File: config.mk
export PLATFORM = sky130hd
export DESIGN_NAME = compare_minmax_tracker
export DESIGN_NICKNAME = d
export VERILOG_FILES = /design/src/rtl/compare_minmax_tracker.sv
export SDC_FILE = /design/constraint.sdc
export NUM_CORES = 2
export LEC_CHECK = 0
export ABC_AREA = 1
export BUFFER_PORTS_ARGS = -buffer_cell sky130_fd_sc_hd__clkbuf_2
export CORE_MARGIN = 2
export CORE_UTILIZATION = 53
export CTS_BUF_LIST = sky130_fd_sc_hd__clkbuf_2 sky130_fd_sc_hd__clkbuf_4 sky130_fd_sc_hd__clkbuf_8
export DETAILED_ROUTE_END_ITERATION = 16
export GPL_TIMING_DRIVEN = 0
export PLACE_DENSITY = 0.76
export SLEW_MARGIN = 20
export SYNTH_ARGS = -nofsm -noshare
export SYNTH_HDL_FRONTEND = slang
export SYNTH_SLANG_ARGS = --single-unit
File: constraint.sdc
create_clock -name clk -period 3.1 [get_ports clk]
set_clock_uncertainty 0.1 [all_clocks]
set_input_delay 0.62 -clock clk [delete_from_list [all_inputs] [get_ports clk]]
set_output_delay 0.62 -clock clk [all_outputs]
set_load 0.01 [all_outputs]
File: src/rtl/compare_minmax_tracker.sv
// compare_minmax_tracker: running unsigned min/max of A, signed min/max
// of C and a saturating sample count, read out through a snapshot port.
//
// Ports:
//   clk, rst            clock, synchronous active-high reset
//   in_valid/in_ready   operand handshake; in_a unsigned, in_c signed
//   clear               synchronous flush of all accumulated state
//   snap_req            request a snapshot; results appear next cycle
//   snap_valid          snapshot outputs valid
//   min_u/max_u         snapshot unsigned extremes of A
//   min_s/max_s         snapshot signed extremes of C
//   count/sat           snapshot sample count and saturation flag
//
// Optional macro MINMAX_INDEX_EN adds idx_min_u/idx_max_u/idx_min_s/
// idx_max_s: acceptance index of the sample holding each extreme.

module compare_minmax_tracker #(
  parameter int WIDTH = 64,
  parameter int CNT_W = 16
) (
  input  logic             clk,
  input  logic             rst,
  input  logic             in_valid,
  output logic             in_ready,
  input  logic [WIDTH-1:0] in_a,
  input  logic [WIDTH-1:0] in_c,
  input  logic             clear,
  input  logic             snap_req,
  output logic             snap_valid,
  output logic [WIDTH-1:0] min_u,
  output logic [WIDTH-1:0] max_u,
  output logic [WIDTH-1:0] min_s,
  output logic [WIDTH-1:0] max_s,
  output logic [CNT_W-1:0] count,
  output logic             sat
`ifdef MINMAX_INDEX_EN
  ,
  output logic [CNT_W-1:0] idx_min_u,
  output logic [CNT_W-1:0] idx_max_u,
  output logic [CNT_W-1:0] idx_min_s,
  output logic [CNT_W-1:0] idx_max_s
`endif
);

  localparam logic [CNT_W-1:0] CNT_MAX = '1;
  localparam logic [CNT_W-1:0] CNT_ONE =
    {{(CNT_W-1){1'b0}}, 1'b1};

  localparam logic [WIDTH-1:0] UMIN_INIT = '1;
  localparam logic [WIDTH-1:0] UMAX_INIT = '0;
  localparam logic [WIDTH-1:0] SMIN_INIT =
    {1'b0, {(WIDTH-1){1'b1}}};
  localparam logic [WIDTH-1:0] SMAX_INIT =
    {1'b1, {(WIDTH-1){1'b0}}};

  typedef enum logic [1:0] {
    ST_EMPTY,
    ST_ACTIVE,
    ST_SAT
  } state_t;

  state_t state_q, state_d;

  // ---------------- input handshake ----------------
  // rdy_q blocks the cycle after clear; clear/rst themselves
  // mask in_ready combinationally in their own cycle.
  logic rdy_q;
  logic accept;

  always_ff @(posedge clk) begin
    if (rst) begin
      rdy_q <= 1'b1;
    end else if (clear) begin
      rdy_q <= 1'b0;
    end else begin
      rdy_q <= 1'b1;
    end
  end

  assign in_ready = rdy_q & ~rst & ~clear;
  assign accept   = in_valid & in_ready;

  // ---------------- S1: operand register ----------------
  logic             s1_vld_q;
  logic [WIDTH-1:0] s1_a_q;
  logic [WIDTH-1:0] s1_c_q;

  always_ff @(posedge clk) begin
    if (rst || clear) begin
      s1_vld_q <= 1'b0;
    end else begin
      s1_vld_q <= accept;
    end
  end

  always_ff @(posedge clk) begin
    if (rst) begin
      s1_a_q <= '0;
      s1_c_q <= '0;
    end else if (accept) begin
      s1_a_q <= in_a;
      s1_c_q <= in_c;
    end
  end

  // ---------------- S2: accumulators ----------------
  logic [WIDTH-1:0] mnu_q, mnu_d;
  logic [WIDTH-1:0] mxu_q, mxu_d;
  logic [WIDTH-1:0] mns_q, mns_d;
  logic [WIDTH-1:0] mxs_q, mxs_d;
  logic [CNT_W-1:0] cnt_q, cnt_d;

`ifdef MINMAX_INDEX_EN
  logic [CNT_W-1:0] imnu_q, imnu_d;
  logic [CNT_W-1:0] imxu_q, imxu_d;
  logic [CNT_W-1:0] imns_q, imns_d;
  logic [CNT_W-1:0] imxs_q, imxs_d;
`endif

  // Strict compares: a tie never replaces the stored value.
  logic a_lt, a_gt, c_lt, c_gt;

  assign a_lt = s1_a_q < mnu_q;
  assign a_gt = s1_a_q > mxu_q;
  assign c_lt = $signed(s1_c_q) < $signed(mns_q);
  assign c_gt = $signed(s1_c_q) > $signed(mxs_q);

  always_comb begin
    state_d = state_q;
    mnu_d   = mnu_q;
    mxu_d   = mxu_q;
    mns_d   = mns_q;
    mxs_d   = mxs_q;
    cnt_d   = cnt_q;
`ifdef MINMAX_INDEX_EN
    imnu_d  = imnu_q;
    imxu_d  = imxu_q;
    imns_d  = imns_q;
    imxs_d  = imxs_q;
`endif
    if (s1_vld_q) begin
      unique case (state_q)
        ST_EMPTY: begin
          // first sample seeds every accumulator
          mnu_d = s1_a_q;
          mxu_d = s1_a_q;
          mns_d = s1_c_q;
          mxs_d = s1_c_q;
          cnt_d = CNT_ONE;
`ifdef MINMAX_INDEX_EN
          imnu_d = '0;
          imxu_d = '0;
          imns_d = '0;
          imxs_d = '0;
`endif
        end
        ST_ACTIVE: begin
          if (a_lt) mnu_d = s1_a_q;
          if (a_gt) mxu_d = s1_a_q;
          if (c_lt) mns_d = s1_c_q;
          if (c_gt) mxs_d = s1_c_q;
          cnt_d = cnt_q + CNT_ONE;
`ifdef MINMAX_INDEX_EN
          // index of this sample is the count before it
          if (a_lt) imnu_d = cnt_q;
          if (a_gt) imxu_d = cnt_q;
          if (c_lt) imns_d = cnt_q;
          if (c_gt) imxs_d = cnt_q;
`endif
        end
        default: begin
          // saturated: extremes still track, count and
          // indices stay frozen
          if (a_lt) mnu_d = s1_a_q;
          if (a_gt) mxu_d = s1_a_q;
          if (c_lt) mns_d = s1_c_q;
          if (c_gt) mxs_d = s1_c_q;
        end
      endcase
      state_d = (cnt_d == CNT_MAX) ? ST_SAT : ST_ACTIVE;
    end
  end

  always_ff @(posedge clk) begin
    if (rst || clear) begin
      state_q <= ST_EMPTY;
      mnu_q   <= UMIN_INIT;
      mxu_q   <= UMAX_INIT;
      mns_q   <= SMIN_INIT;
      mxs_q   <= SMAX_INIT;
      cnt_q   <= '0;
    end else begin
      state_q <= state_d;
      mnu_q   <= mnu_d;
      mxu_q   <= mxu_d;
      mns_q   <= mns_d;
      mxs_q   <= mxs_d;
      cnt_q   <= cnt_d;
    end
  end

`ifdef MINMAX_INDEX_EN
  always_ff @(posedge clk) begin
    if (rst || clear) begin
      imnu_q <= '0;
      imxu_q <= '0;
      imns_q <= '0;
      imxs_q <= '0;
    end else begin
      imnu_q <= imnu_d;
      imxu_q <= imxu_d;
      imns_q <= imns_d;
      imxs_q <= imxs_d;
    end
  end
`endif

  // ---------------- snapshot ----------------
  // Captures the registered accumulators, so pairs still in
  // S1 or being folded in this cycle are excluded.
  logic             snap_vld_q;
  logic [WIDTH-1:0] snap_mnu_q;
  logic [WIDTH-1:0] snap_mxu_q;
  logic [WIDTH-1:0] snap_mns_q;
  logic [WIDTH-1:0] snap_mxs_q;
  logic [CNT_W-1:0] snap_cnt_q;
  logic             snap_sat_q;
  logic             empty;

  assign empty = (state_q == ST_EMPTY);

  always_ff @(posedge clk) begin
    if (rst) begin
      snap_vld_q <= 1'b0;
      snap_mnu_q <= '0;
      snap_mxu_q <= '0;
      snap_mns_q <= '0;
      snap_mxs_q <= '0;
      snap_cnt_q <= '0;
      snap_sat_q <= 1'b0;
    end else if (clear) begin
      snap_vld_q <= 1'b0;
    end else if (snap_req) begin
      snap_vld_q <= 1'b1;
      // EMPTY reports zeros, not the sentinels
      snap_mnu_q <= empty ? '0 : mnu_q;
      snap_mxu_q <= empty ? '0 : mxu_q;
      snap_mns_q <= empty ? '0 : mns_q;
      snap_mxs_q <= empty ? '0 : mxs_q;
      snap_cnt_q <= cnt_q;
      snap_sat_q <= (state_q == ST_SAT);
    end
  end

  assign snap_valid = snap_vld_q;
  assign min_u      = snap_mnu_q;
  assign max_u      = snap_mxu_q;
  assign min_s      = snap_mns_q;
  assign max_s      = snap_mxs_q;
  assign count      = snap_cnt_q;
  assign sat        = snap_sat_q;

`ifdef MINMAX_INDEX_EN
  logic [CNT_W-1:0] snap_imnu_q;
  logic [CNT_W-1:0] snap_imxu_q;
  logic [CNT_W-1:0] snap_imns_q;
  logic [CNT_W-1:0] snap_imxs_q;

  always_ff @(posedge clk) begin
    if (rst) begin
      snap_imnu_q <= '0;
      snap_imxu_q <= '0;
      snap_imns_q <= '0;
      snap_imxs_q <= '0;
    end else if (!clear && snap_req) begin
      snap_imnu_q <= imnu_q;
      snap_imxu_q <= imxu_q;
      snap_imns_q <= imns_q;
      snap_imxs_q <= imxs_q;
    end
  end

  assign idx_min_u = snap_imnu_q;
  assign idx_max_u = snap_imxu_q;
  assign idx_min_s = snap_imns_q;
  assign idx_max_s = snap_imxs_q;
`endif

endmodule

After elaboration in Yosys (flattened, before gate mapping)
Index checks and enable logic that the tools add are counted.
Storage, ports and cells
  bits in registers: 678
  bits of input ports: 133
  output and inout port bits: 275
Operators by class
  equal/unequal tests: 3
  add/sub/neg operators: 1
  bitwise logic cells: 5
  mux-type cells: 16
  reduce and logical (&&, ||, !) cells: 12
  order comparisons: 4
Operators with widths (count)
  $mux W64: 12
  $gt A64 B64 Y1: 2
  $lt A64 B64 Y1: 2
  $pmux W16 S2: 1
  $add A16 B1 Y16 const B: 1
  $eq A16 B16 Y1 const B: 1
  $mux W16: 1
  $reduce_and A2 Y1: 5
  $reduce_bool A2 Y1: 4
  $and A1 B1 Y1: 3
  $eq A2 B1 Y1 const B: 1
  $eq A2 B2 Y1 const B: 1
  $logic_not A2 Y1: 1
  $mux W2: 1
  $not A1 Y1: 2
  $reduce_or A2 Y1: 1
  $logic_or A1 B1 Y1: 1
  $mux W1: 1

Depth between registers and ports, before layout
  word-level depth: 5
  depth in mapped cells: 23

Worst setup path before layout
No wires, ideal clock.
  kind: register to register
  start: register mns_q[31]
  end: register mns_q[48]
  stages on the path, launching flop included: 15
  arrival time: 1.943 ns
  setup slack: 0.924 ns
  clock period less this slack: 2.176 ns
  path through: dfxtp_1 inv_1 ha_1 nand2_1 nor4_1 and3_1 nand2_1 nand2_1 nand2_1 nand3_1 nand3_2 buf_6 buf_2 nand3_1 nand3_1
On the way
  word-level cells in the longest chain between the ends: 3
Ends and longest elaborated chain
  start, declared: line 109  | logic [WIDTH-1:0] mns_q, mns_d;
  start signal, assigned: line 196  | mns_q <= mns_d;
  $lt A64 B64 Y1: line 125  | assign c_lt = $signed(s1_c_q) < $signed(mns_q);
  $reduce_bool A2 Y1 (no line)
  $reduce_and A2 Y1 (no line)
Every way passes these cells.
A chain may end at the register's enable or synchronous reset.

Worst setup path after layout
  start: register s1_vld_q
  end: register mnu_q[60]
On the way
  word-level cells in the longest chain between the ends: 1
Ends and longest elaborated chain
  start, declared: line 84  | logic s1_vld_q;
  start signal, assigned: line 92  | s1_vld_q <= accept;
  $reduce_and A2 Y1 (no line)
  end signal, assigned: line 194  | mnu_q <= mnu_d;
  end, declared: line 107  | logic [WIDTH-1:0] mnu_q, mnu_d;
Every way passes these cells.

==> key figures <==
Detailed routing
  – Drt total wl: 101000 um
  – # DRC: 0
  – Wire length per cell: 17.9 um
  – Vias: 30600
  – Drt initial violations: 2604
  – Vias/cell: 5.45
  – Initial DRT Pass Iterations: 6
  – Post-route ant nets: 0

Clock network
  – Root Driver: clkbuf_8
  – CTS Buf Count: between 100 and 150
  – H-tree depth: 3
  – Clk_lat worst skew: approximately 0.74 ns
  – CTS tree: built
  – Setup Buffers After CTS: 0
  – Clock sinks: 678
  – CTS max path bufs: 3
  – Clock transition at the registers of the reported paths: 0.07 ns

Logic synthesis
  – Synth warn: 0
  – Largest cells by area after synthesis: dfxtp_1, nand2_1, a21oi_1
  – FF+latch count, synth: about 680
  – Leading area contributor after synthesis: dfxtp_1
  – Syn Area/Cell: 7.35 um2
  – Syn_nets: approximately 4600
  – Fraction of registers with async set/reset: 0
  – EDFF count, synth: 0
  – Sequential area share after synthesis: 0.435
  – Synth unique cells: 36
  – Post-synth top flop: dfxtp_1
  – Share of the synthesized area in the top cell type: 0.435
  – Synth Cell Area: about 31000 um2
  – Cells after Synth: roughly 4200

Finish
  – Commonest cells after routing, fill and taps aside: nand2_1, dfxtp_1, a21oi_1
  – Share of layout cells above drive strength 1: 0.141
  – Final Net Count: 5151
  – Sequential standard cell area: 13600 um2
  – Fin cells: 5617
  – Post-layout instance area: 36600 um2
  – Fillcell total: 5268
  – Commonest non-fill, non-tap cell in the layout: nand2_1
  – Multi-input gate area: 14800 um2
  – Area growth from synthesis to layout: 17.6%

STA
  – Maximum clock rate: 323 MHz
  – Hold Fails Final Rpt: 0
  – Setup TNS: 0 ns
  – Final number of setup-violating endpoints: 0
  – Worst hold margin: 0.0495 ns
  – Least-Margin Pin Slew: 1.27 ns
  – Minimum clock period after layout: 3.10 ns
  – Part of the cycle the worst path needs: 0.999
  – Rel. slew slack: 0.155
  – Slew Limit Fails: 0

Worst hold path
  – Worst Hold Class: in2reg

Place
  – DP Cell Count: 5414
  – Routability cong.: 0.945
  – DP Area: 34200 um2
  – DPL Wire Length: 74800 um
  – IO buf count: 406

Global routing
  – Grt ovf: 0
  – Global-route wire length before repair: 153000 um
  – Pin count of the biggest net entering global routing: 16
  – Vias in the first global route: 27800
  – Initial antenna violation count: 3
  – Total Routing Usage GR: 0.323

Floorplan
  – Row count: 88
  – Die Ht: 247 um
  – Initial Util: 0.538
  – I/O pins: 408
  – Die X: about 250 um
  – Core ar.: 57900 um2
  – Die area: 60800 um2

Status
  – Status: completed

Worst setup path
  – Slowest CP cell: clkbuf_1
  – Critical path cell sequence: buf_2 -> clkbuf_1 -> buf_1 -> nand3_1 -> nand3_1
  – CP startpoint kind: flip-flop
  – CP max stage delay: 0.97 ns
  – Critical path class: reg2reg
  – Worst Path Required: 3.64 ns
  – Critical path peak fanout: 11
  – CP dominant cell by count: nand3_1
  – Worst reg2reg setup slack: 0.003 ns
  – CP arrival: 3.64 ns
  – Critical path endpoint category: flip-flop

Power and ir drop
  – Power Total: 19.0 mW
  – Peak VDD IR: roughly 0.36 mV
  – P_leak: 17.1 nW
  – Power Density: 518 nW/um2

Run
  – Max-cap violations: 0
## state kept, by name, summed over array words and instances, names as in the netlist
signal      count
max_s          64
max_u          64
min_s          64
min_u          64
mns_q          64
mnu_q          64
mxs_q          64
mxu_q          64
s1_a_q         64
s1_c_q         64
cnt_q          16
count          16
state_q         2
rdy_q           1
s1_vld_q        1
sat             1
snap_valid      1
## power breakdown
part	internal, mW	switching (mW)	total [mW]
combinational	0.531	1.08	1.61
clock	4.60	3.71	8.30
sequential	8.89	0.185	9.07
total	14.0	4.97	19.0
## per-stage QoR
stage                     setup slack, ns  utilization
after global routing             -0.00429        0.633
final                             0.00342        0.633
after detailed placement           -0.789        0.590
after CTS                          0.0152        0.631
after floorplan                     0.924            -
after global placement             -0.788        0.590
## cell families (layout without fill, tap and decap cells)
| family | Yosys count | count (layout) | synth area share |
|---|---|---|---|
| and+or+nand+nor | 1749 | 1750 | 0.232 |
| other | 0 | 1 | 0 |
| DFF | 678 | 678 | 0.435 |
| adders and majority gates | 255 | 255 | 0.102 |
| buffers and inverters | 699 | 1306 | 0.0900 |
| AOI/OAI and AO/OA | 862 | 862 | 0.140 |
## layout make-up
class                      instances  share of cell area
multi-input combinational       2867               0.405
timing repair buffer             409              0.0563
inverter                         442              0.0453
clock inverter                    25             0.00567
sequential                       678               0.370
antenna                            1           0.0000683
clock buffer                     173              0.0590
tap                              765              0.0261
buffer                           257              0.0319
## worst max-delay path, delay by kind of cell (launching register included)
family,cells,cell delay (ns)
buf+inv,3,2.17
flops,1,0.44
simple gates,2,0.29
## what timing repair did
action	in CTS	in global routing
resized for setup	2	20
setup endpoints to repair	69	188
gates cloned	0	1
hold buffers	3	0
hold endpoints to repair	3	0
pin swaps	0	1
## synthesized netlist by cell type, types with 10 or more instances
library cell,count
nor3_1,10
ha_1,255
a21oi_1,647
o21ai_0,188
buf_6,16
buf_1,25
nand2_1,1058
clkbuf_1,174
nand4_1,22
dfxtp_1,678
inv_1,439
buf_2,38
nand3_1,398
nor2_1,237
## metal layers
metal,vias to the layer above,GRT usage,wire [um]
li1,14900,-,-
met2,1285,0.485,42900
met4,2,0.148,4300
met3,212,0.0660,9630
met1,14200,0.444,43700
met5,-,0,13
## final timing paths
kind	to	startpoint	cells past startpoint
setup / recovery	mnu_q[60]	s1_vld_q	5
hold / removal	s1_c_q[34]	in_c[34]	3
setup reg to reg	mnu_q[60]	s1_vld_q	5
hold reg to reg	min_s[13]	min_s[13]	2
Note: power is estimated with default switching activity, not from simulation.
